### config.mk
export PLATFORM = sky130hd
export DESIGN_NAME = vdp_vram_arb
export DESIGN_NICKNAME = d
export VERILOG_FILES = /design/src/rtl/vdp_vram_arb.sv
export SDC_FILE = /design/constraint.sdc
export NUM_CORES = 1
export LEC_CHECK = 0
export BUFFER_PORTS_ARGS = -buffer_cell sky130_fd_sc_hd__buf_2
export CAP_MARGIN = 5
export CORE_UTILIZATION = 46
export CTS_CLUSTER_DIAMETER = 40
export DETAILED_ROUTE_END_ITERATION = 10
export PLACE_DENSITY = 0.79
export REMOVE_ABC_BUFFERS = 1
export SLEW_MARGIN = 5
export SYNTH_ARGS = -nofsm -noshare
export SYNTH_HDL_FRONTEND = slang
export SYNTH_SLANG_ARGS = --single-unit
### constraint.sdc
create_clock -name clk40m -period 2 [get_ports clk40m]
set_input_delay 0.3 -clock clk40m [delete_from_list [all_inputs] [get_ports clk40m]]
set_output_delay 0.3 -clock clk40m [all_outputs]
set_load 0.01 [all_outputs]
### src/rtl/vdp_vram_arb.sv
// ---------------------------------------------------------------------------
// vdp_vram_arb
//
// Purpose:
//    Arbitrates the display fetch FSM and the CPU VRAM port onto the single
//    req/ack channel of the VRAM SRAM controller. The display has priority;
//    a wait counter lets the CPU beat a pending display request once it has
//    waited STARVE_LIMIT cycles, so CPU latency stays bounded while the
//    display saturates VRAM.
//
// Ports:
//    clk40m, rst_n            clock, synchronous active-low reset
//    vid_req/addr             display read request (held until vid_ack)
//    vid_ack/rdata            display completion pulse and read data
//    cpu_req/wr/addr/wdata    CPU read/write request (held until cpu_ack)
//    cpu_ack/rdata            CPU completion pulse and read data
//    mem_req/wr/addr/wdata    registered request toward the SRAM controller
//    mem_ack/rdata            SRAM controller completion and read data
//    cpu_forced               pulse in the first CPU_BUSY cycle of a grant
//                             that preempted a pending display request
//    dbg_state                current FSM state (IDLE=0, VID_BUSY=1,
//                             CPU_BUSY=2, DONE=3)
//    dbg_starve_cnt           current CPU wait counter
//
// Handshake: a requester raises req with stable addr/wr/wdata and holds it
// until it sees its one-cycle ack, then drops req on the following edge.
// mem_req stays high until mem_ack; mem_ack outside a BUSY state is ignored.
// ---------------------------------------------------------------------------
module vdp_vram_arb #(
   parameter int unsigned STARVE_LIMIT = 8
) (
   input  logic        clk40m,
   input  logic        rst_n,
   input  logic        vid_req,
   input  logic [13:0] vid_addr,
   output logic        vid_ack,
   output logic [7:0]  vid_rdata,
   input  logic        cpu_req,
   input  logic        cpu_wr,
   input  logic [13:0] cpu_addr,
   input  logic [7:0]  cpu_wdata,
   output logic        cpu_ack,
   output logic [7:0]  cpu_rdata,
   output logic        mem_req,
   output logic        mem_wr,
   output logic [13:0] mem_addr,
   output logic [7:0]  mem_wdata,
   input  logic        mem_ack,
   input  logic [7:0]  mem_rdata,
   output logic        cpu_forced,
   output logic [1:0]  dbg_state,
   output logic [3:0]  dbg_starve_cnt
);

   typedef enum logic [1:0] {
      IDLE     = 2'd0,
      VID_BUSY = 2'd1,
      CPU_BUSY = 2'd2,
      DONE     = 2'd3
   } state_t;

   localparam logic [3:0] LIMIT = 4'(STARVE_LIMIT);

   state_t      r_state;
   state_t      w_next_state;
   logic        w_grant_vid;
   logic        w_grant_cpu;
   logic        w_forced;

   logic [3:0]  r_starve_cnt;
   logic        r_mem_req;
   logic        r_mem_wr;
   logic [13:0] r_mem_addr;
   logic [7:0]  r_mem_wdata;
   logic        r_vid_ack;
   logic        r_cpu_ack;
   logic [7:0]  r_vid_rdata;
   logic [7:0]  r_cpu_rdata;
   logic        r_cpu_forced;

   // Next-state and grant decision
   always_comb begin
      w_next_state = r_state;
      w_grant_vid  = 1'b0;
      w_grant_cpu  = 1'b0;
      case (r_state)
         IDLE: begin
            if (vid_req && cpu_req) begin
               if (r_starve_cnt >= LIMIT) w_grant_cpu = 1'b1;
               else                       w_grant_vid = 1'b1;
            end else if (vid_req) begin
               w_grant_vid = 1'b1;
            end else if (cpu_req) begin
               w_grant_cpu = 1'b1;
            end
            if (w_grant_vid)      w_next_state = VID_BUSY;
            else if (w_grant_cpu) w_next_state = CPU_BUSY;
         end
         VID_BUSY, CPU_BUSY: begin
            if (mem_ack) w_next_state = DONE;
         end
         DONE:    w_next_state = IDLE;
         default: w_next_state = IDLE;
      endcase
      // A CPU grant with the display still asking means the guard fired
      w_forced = w_grant_cpu && vid_req;
   end

   always_ff @(posedge clk40m) begin
      if (!rst_n) r_state <= IDLE;
      else        r_state <= w_next_state;
   end

   // Registered datapath: mem_* captured on the grant edge, acks and read
   // data captured on the edge that finishes a BUSY state.
   always_ff @(posedge clk40m) begin
      if (!rst_n) begin
         r_starve_cnt <= 4'd0;
         r_mem_req    <= 1'b0;
         r_mem_wr     <= 1'b0;
         r_mem_addr   <= 14'd0;
         r_mem_wdata  <= 8'd0;
         r_vid_ack    <= 1'b0;
         r_cpu_ack    <= 1'b0;
         r_vid_rdata  <= 8'd0;
         r_cpu_rdata  <= 8'd0;
         r_cpu_forced <= 1'b0;
      end else begin
         r_vid_ack    <= 1'b0;
         r_cpu_ack    <= 1'b0;
         r_cpu_forced <= w_forced;

         if (w_grant_vid) begin
            r_mem_req  <= 1'b1;
            r_mem_wr   <= 1'b0;
            r_mem_addr <= vid_addr;
         end
         if (w_grant_cpu) begin
            r_mem_req   <= 1'b1;
            r_mem_wr    <= cpu_wr;
            r_mem_addr  <= cpu_addr;
            r_mem_wdata <= cpu_wdata;
         end

         if (r_state == VID_BUSY && mem_ack) begin
            r_mem_req   <= 1'b0;
            r_mem_wr    <= 1'b0;
            r_vid_ack   <= 1'b1;
            r_vid_rdata <= mem_rdata;
         end
         if (r_state == CPU_BUSY && mem_ack) begin
            r_mem_req <= 1'b0;
            r_mem_wr  <= 1'b0;
            r_cpu_ack <= 1'b1;
            // r_mem_wr still holds the direction of the finishing access
            if (!r_mem_wr) r_cpu_rdata <= mem_rdata;
         end

         // CPU wait counter: counts only while the CPU is actually losing
         // time (IDLE or serving the display); DONE holds it.
         if (w_grant_cpu) begin
            r_starve_cnt <= 4'd0;
         end else if (cpu_req && (r_state == IDLE || r_state == VID_BUSY)
                      && r_starve_cnt != 4'hF) begin
            r_starve_cnt <= r_starve_cnt + 4'd1;
         end
      end
   end

   assign vid_ack        = r_vid_ack;
   assign vid_rdata      = r_vid_rdata;
   assign cpu_ack        = r_cpu_ack;
   assign cpu_rdata      = r_cpu_rdata;
   assign mem_req        = r_mem_req;
   assign mem_wr         = r_mem_wr;
   assign mem_addr       = r_mem_addr;
   assign mem_wdata      = r_mem_wdata;
   assign cpu_forced     = r_cpu_forced;
   assign dbg_state      = r_state;
   assign dbg_starve_cnt = r_starve_cnt;

endmodule
---- Word-level counts from Yosys, hierarchy flattened ----
Cells that the tools add are included.
storage, ports and cells
  flip-flop bits (word level) ............. 49
  input port bits ......................... 50
  word-level logic and storage cells ...... 58
operators by class
  $add $sub $neg .......................... 1
  magnitude comparators ................... 1
  equal/unequal tests ..................... 6
  muxes and demuxes ....................... 23
  bitwise gates (word level) .............. 2
  reductions and logical operators ........ 14
operators with widths
  operator               number
  $mux W14               2
  $mux W1                17
  $logic_and A1 B1 Y1    6
  $mux W2                3
  $pmux W2 S3            1
  $add A4 B1 Y4 const B  1
  $eq A2 B2 Y1 const B   2
  $ge A4 B4 Y1 const B   1
  $ne A4 B4 Y1 const B   1
  $reduce_and A2 Y1      2
  $reduce_or A2 Y1       2
  $ne A3 B1 Y1 const B   1
  $reduce_or A3 Y1       1
  $eq A2 B1 Y1 const B   1
  $logic_not A2 Y1       1
  $ne A2 B2 Y1 const B   1
  $not A1 Y1             2
  $reduce_bool A2 Y1     1
  $logic_or A1 B1 Y1     1

---- Depth between registers and ports, before layout ----
  word-level depth ........................ 7
  mapped depth ............................ 8

---- Worst setup path after synthesis ----
OpenSTA, ideal clock, no wires.
  kind .................................... reg2reg
  from .................................... reg r_state[0] (netlist: dbg_state[0])
  to ...................................... reg r_mem_addr[0] (netlist: mem_addr[0])
  arrival time ............................ 1.372 ns
  data required time ...................... 1.866 ns
  slack ................................... 0.494 ns
  cell stages (with the launch flop) ...... 9
  path buffers ............................ 3
  path through ............................ dfxtp_1 inv_1 ha_1 buf_2 and2_1 buf_4 buf_4 nand3_1 a31oi_1
on the way
  longest elaborated chain between the ends .. 3
  elaborated cells between the ends (all ways) .. 5
  classes of those cells .................. 3 x mux; 2 x reduce/logical
RTL lines
  item                                                   RTL line  RTL
  start, declared                                        64        state_t r_state;
  start signal, assigned                                 111       else r_state <= w_next_state;
  $logic_not A2 Y1 *                                     86        case (r_state)
  $mux W1                                                86
  $mux W14 / $reduce_bool A2 Y1 (equally long branches)  -
  end signal, assigned                                   136       r_mem_addr <= vid_addr;
  end signal, assigned                                   141       r_mem_addr <= cpu_addr;
  end, declared                                          73        logic [13:0] r_mem_addr;
Every way passes the cells marked *; elsewhere a longest branch is shown, timed or not.
A chain may end at the register's enable or synchronous reset.

---- Worst setup path in the final report ----
  from .................................... reg r_state[1] (netlist: dbg_state[1])
  to ...................................... reg r_mem_addr[3] (netlist: mem_addr[3])
Same word-level chain as after synthesis.

==> impl_metrics.tcl <==
set metrics [dict create \
    status "finished clean" \
    clock_path_buffers 2 \
    yosys.area.top_type_share_pct 46.31 \
    dp_slack_ns 0.3906 \
    setup_viol 0 \
    critPathKind "reg -> reg" \
    grt_overflow 0 \
    hold_path.class "in -> reg" \
    min_period_ns 1.630 \
    cp_data_arrival_time_ns 1.86 \
    syn_area_mm2 0.002118 \
    rsz0062_at_grt "false" \
    grt_pass1_wl_mm 8.459 \
    grt_pass1_vias 1854 \
    yosys_register_bits 49 \
    cts-root-buf "clkbuf_8" \
    holdBufCountCts 0 \
    tightest_slew_ns 0.6680 \
    post-route-period-util_pct 81.49 \
    cp_data_required_time_ns 2.23 \
    cts_buffers 5 \
    vias 2059 \
    synth-main-ff-cell "dfxtp_1" \
    synth-warning-count 0 \
    final_nets 389 \
    power_w 0.003114 \
    postSynthCellCount 243 \
    yosysMostFrequentCell "dfxtp_1" \
    gp_congestion 0.7675 \
    regArea_um2 980.9 \
    start_util_pct 48.32 \
    worst_slack_ns 0.3702 \
    whs_ns 0.2438 \
    yosysSeqAreaShare_pct 46.31 \
    cp_max_fo 18 \
    drv_cap 0 \
    drv_slew 0 \
    die_w_um 69.86 \
    synth_area_leader_cell "dfxtp_1" \
    dp_cells 379 \
    ant_nets 0 \
    drt-initial-drc-count 95 \
    final_cell_count_no_fill 387 \
    timing.fmax_ghz 0.6136 \
    drc 0 \
    synth_common_cells "dfxtp_1, o21ai_0, nand3_1" \
    worstRegToRegCells 6 \
    synth_top_cells_by_area "dfxtp_1, o21ai_0, nand3_1, a21boi_0, a31oi_1" \
    async_reset_ff_share_pct 0 \
    multi_input_comb_area_mm2 0.001026 \
    via_per_inst 5.320 \
    wl_per_cell_um 13.20 \
    clk_pin_slew_ns 0.09 \
    worst_path_max_delay_cell "dfxtp_1" \
    leakage_nw 1.273 \
    track_usage_pct 21.10 \
    htreeDepth 2 \
    firstDrtPassIters 4 \
    ir_drop_v 0.0007009 \
    yosysUniqueCellTypes 29 \
    fin_skew_ns 0.009100 \
    cts_setup_buffers 0 \
    syn_area_per_cell_um2 8.717 \
    cp-end-kind "flip-flop" \
    startpoint_type "flip-flop" \
    antenna_cells 0 \
    io_pins 99 \
    n_fill_cell 381 \
    p_per_area_mw_per_mm2 1143 \
    wl_mm 5.107 \
    setup_tns_ns 0 \
    synthToLayoutAreaGrowth_pct 28.59 \
    max_stage_delay_ns 0.35 \
    grt_max_degree 33 \
    antenna_found_initial 0 \
    drive_gt1_share_pct 34.03 \
    port_buffers 98 \
    relSlewSlack_pct 55.47 \
    crit_chain "inv_1 -> ha_1 -> and2_1 -> buf_4 -> nand3_1 -> a31oi_1" \
    die_area_mm2 0.004880 \
    core-area_mm2 0.004384 \
    synth-edff-count 0 \
    dp_hpwl_mm 3.586 \
    finalHoldViolations 0 \
    worstSkewPairLatency_ns 0.29 \
    cts_resized 0 \
    rows 24 \
    cts_tree "built" \
    die_h_um 69.86 \
    cts.sinks 49 \
    whs_path_depth 3 \
]
==> cell type report <==
class | instances | share of cell area, %
timing repair buffer | 104 | 19.66
clock inverter | 1 | 0.1837
inverter | 4 | 0.5512
sequential | 49 | 36.01
multi-input combinational | 170 | 37.67
clock buffer | 7 | 3.537
tap | 52 | 2.389
==> critical path: cells and delay by family, from the launching register on <==
kind | cells | cell delay, ns
AO/OA/AOI/OAI | 1 | 0.16
adder cells (fa/ha/maj) | 1 | 0.30
buffers and inverters | 2 | 0.35
flip-flops | 1 | 0.35
AND/OR/NAND/NOR | 2 | 0.39
==> kinds of logic (layout without fill, tap and decap cells) <==
group	Yosys count	count (layout)	synth area share [%]
compound gates	85	85	24.28
simple gates	72	72	17.42
flops	49	49	46.31
buf+inv	24	116	5.256
mux	8	8	3.780
fa+ha+maj	5	5	2.953
==> report_power, final <==
group	total (W)	switching, W	internal [W]	leakage [nW]
logic	0.00119	0.000708	0.000484	0.818
clock network	0.000622	0.000309	0.000313	0.0542
registers	0.00130	0.000115	0.00119	0.401
==> sequential cells by signal, indices dropped and copies added, names as in the netlist <==
name,cells
cpu_ack,1
cpu_forced,1
cpu_rdata,8
dbg_starve_cnt,4
dbg_state,2
mem_addr,14
mem_req,1
mem_wdata,8
mem_wr,1
vid_ack,1
vid_rdata,8
==> layout by cell type, fill, tap and decap left out <==
master     n
nand2_1   13
o21ai_1    1
o221a_2    2
nor2b_1    9
nor3_1     3
a211oi_1   1
buf_2     98
a21boi_0  14
inv_1      4
and4b_1    1
dfxtp_1   49
and3_1     3
clkinv_2   1
nor2_1     3
clkbuf_8   7
o21a_1     2
nand3_1   35
mux2i_1    8
a21oi_1    5
and2b_1    1
and2_1     1
ha_1       5
buf_4      6
nand2b_1   2
a21boi_1   5
a31oi_1   14
a41oi_1    1
o21ai_0   40
nand3b_1   1
==> per-stage QoR <==
stage                     utilization, %  instance area [µm²]
after floorplan                        -                 2022
after global placement             59.82                 2623
after detailed placement           59.82                 2623
after CTS                          62.13                 2724
after global routing               62.13                 2724
final                              62.13                 2724
==> routing by layer <==
| layer | GRT usage [%] | wire length (µm) |
|---|---|---|
| met1 | 26.12 | 2259 |
| met3 | 6.926 | 458 |
| met5 | 0 | 0 |
| met2 | 35.47 | 2359 |
| met4 | 5.111 | 29 |
==> path summary, 6_finish.rpt <==
kind	start	to	slack, ns
worst max-delay path	dbg_state[1]$_SDFFE_PN0P_	mem_addr[3]$_SDFFE_PN0P_	0.37
worst min-delay path	cpu_wdata[3]	mem_wdata[3]$_SDFFE_PN0P_	0.24
worst max register to register	dbg_state[1]$_SDFFE_PN0P_	mem_addr[3]$_SDFFE_PN0P_	0.37
worst min register to register	vid_rdata[5]$_SDFFE_PN0P_	vid_rdata[5]$_SDFFE_PN0P_	0.46
No activity file was read; power rests on OpenSTA's default activity.
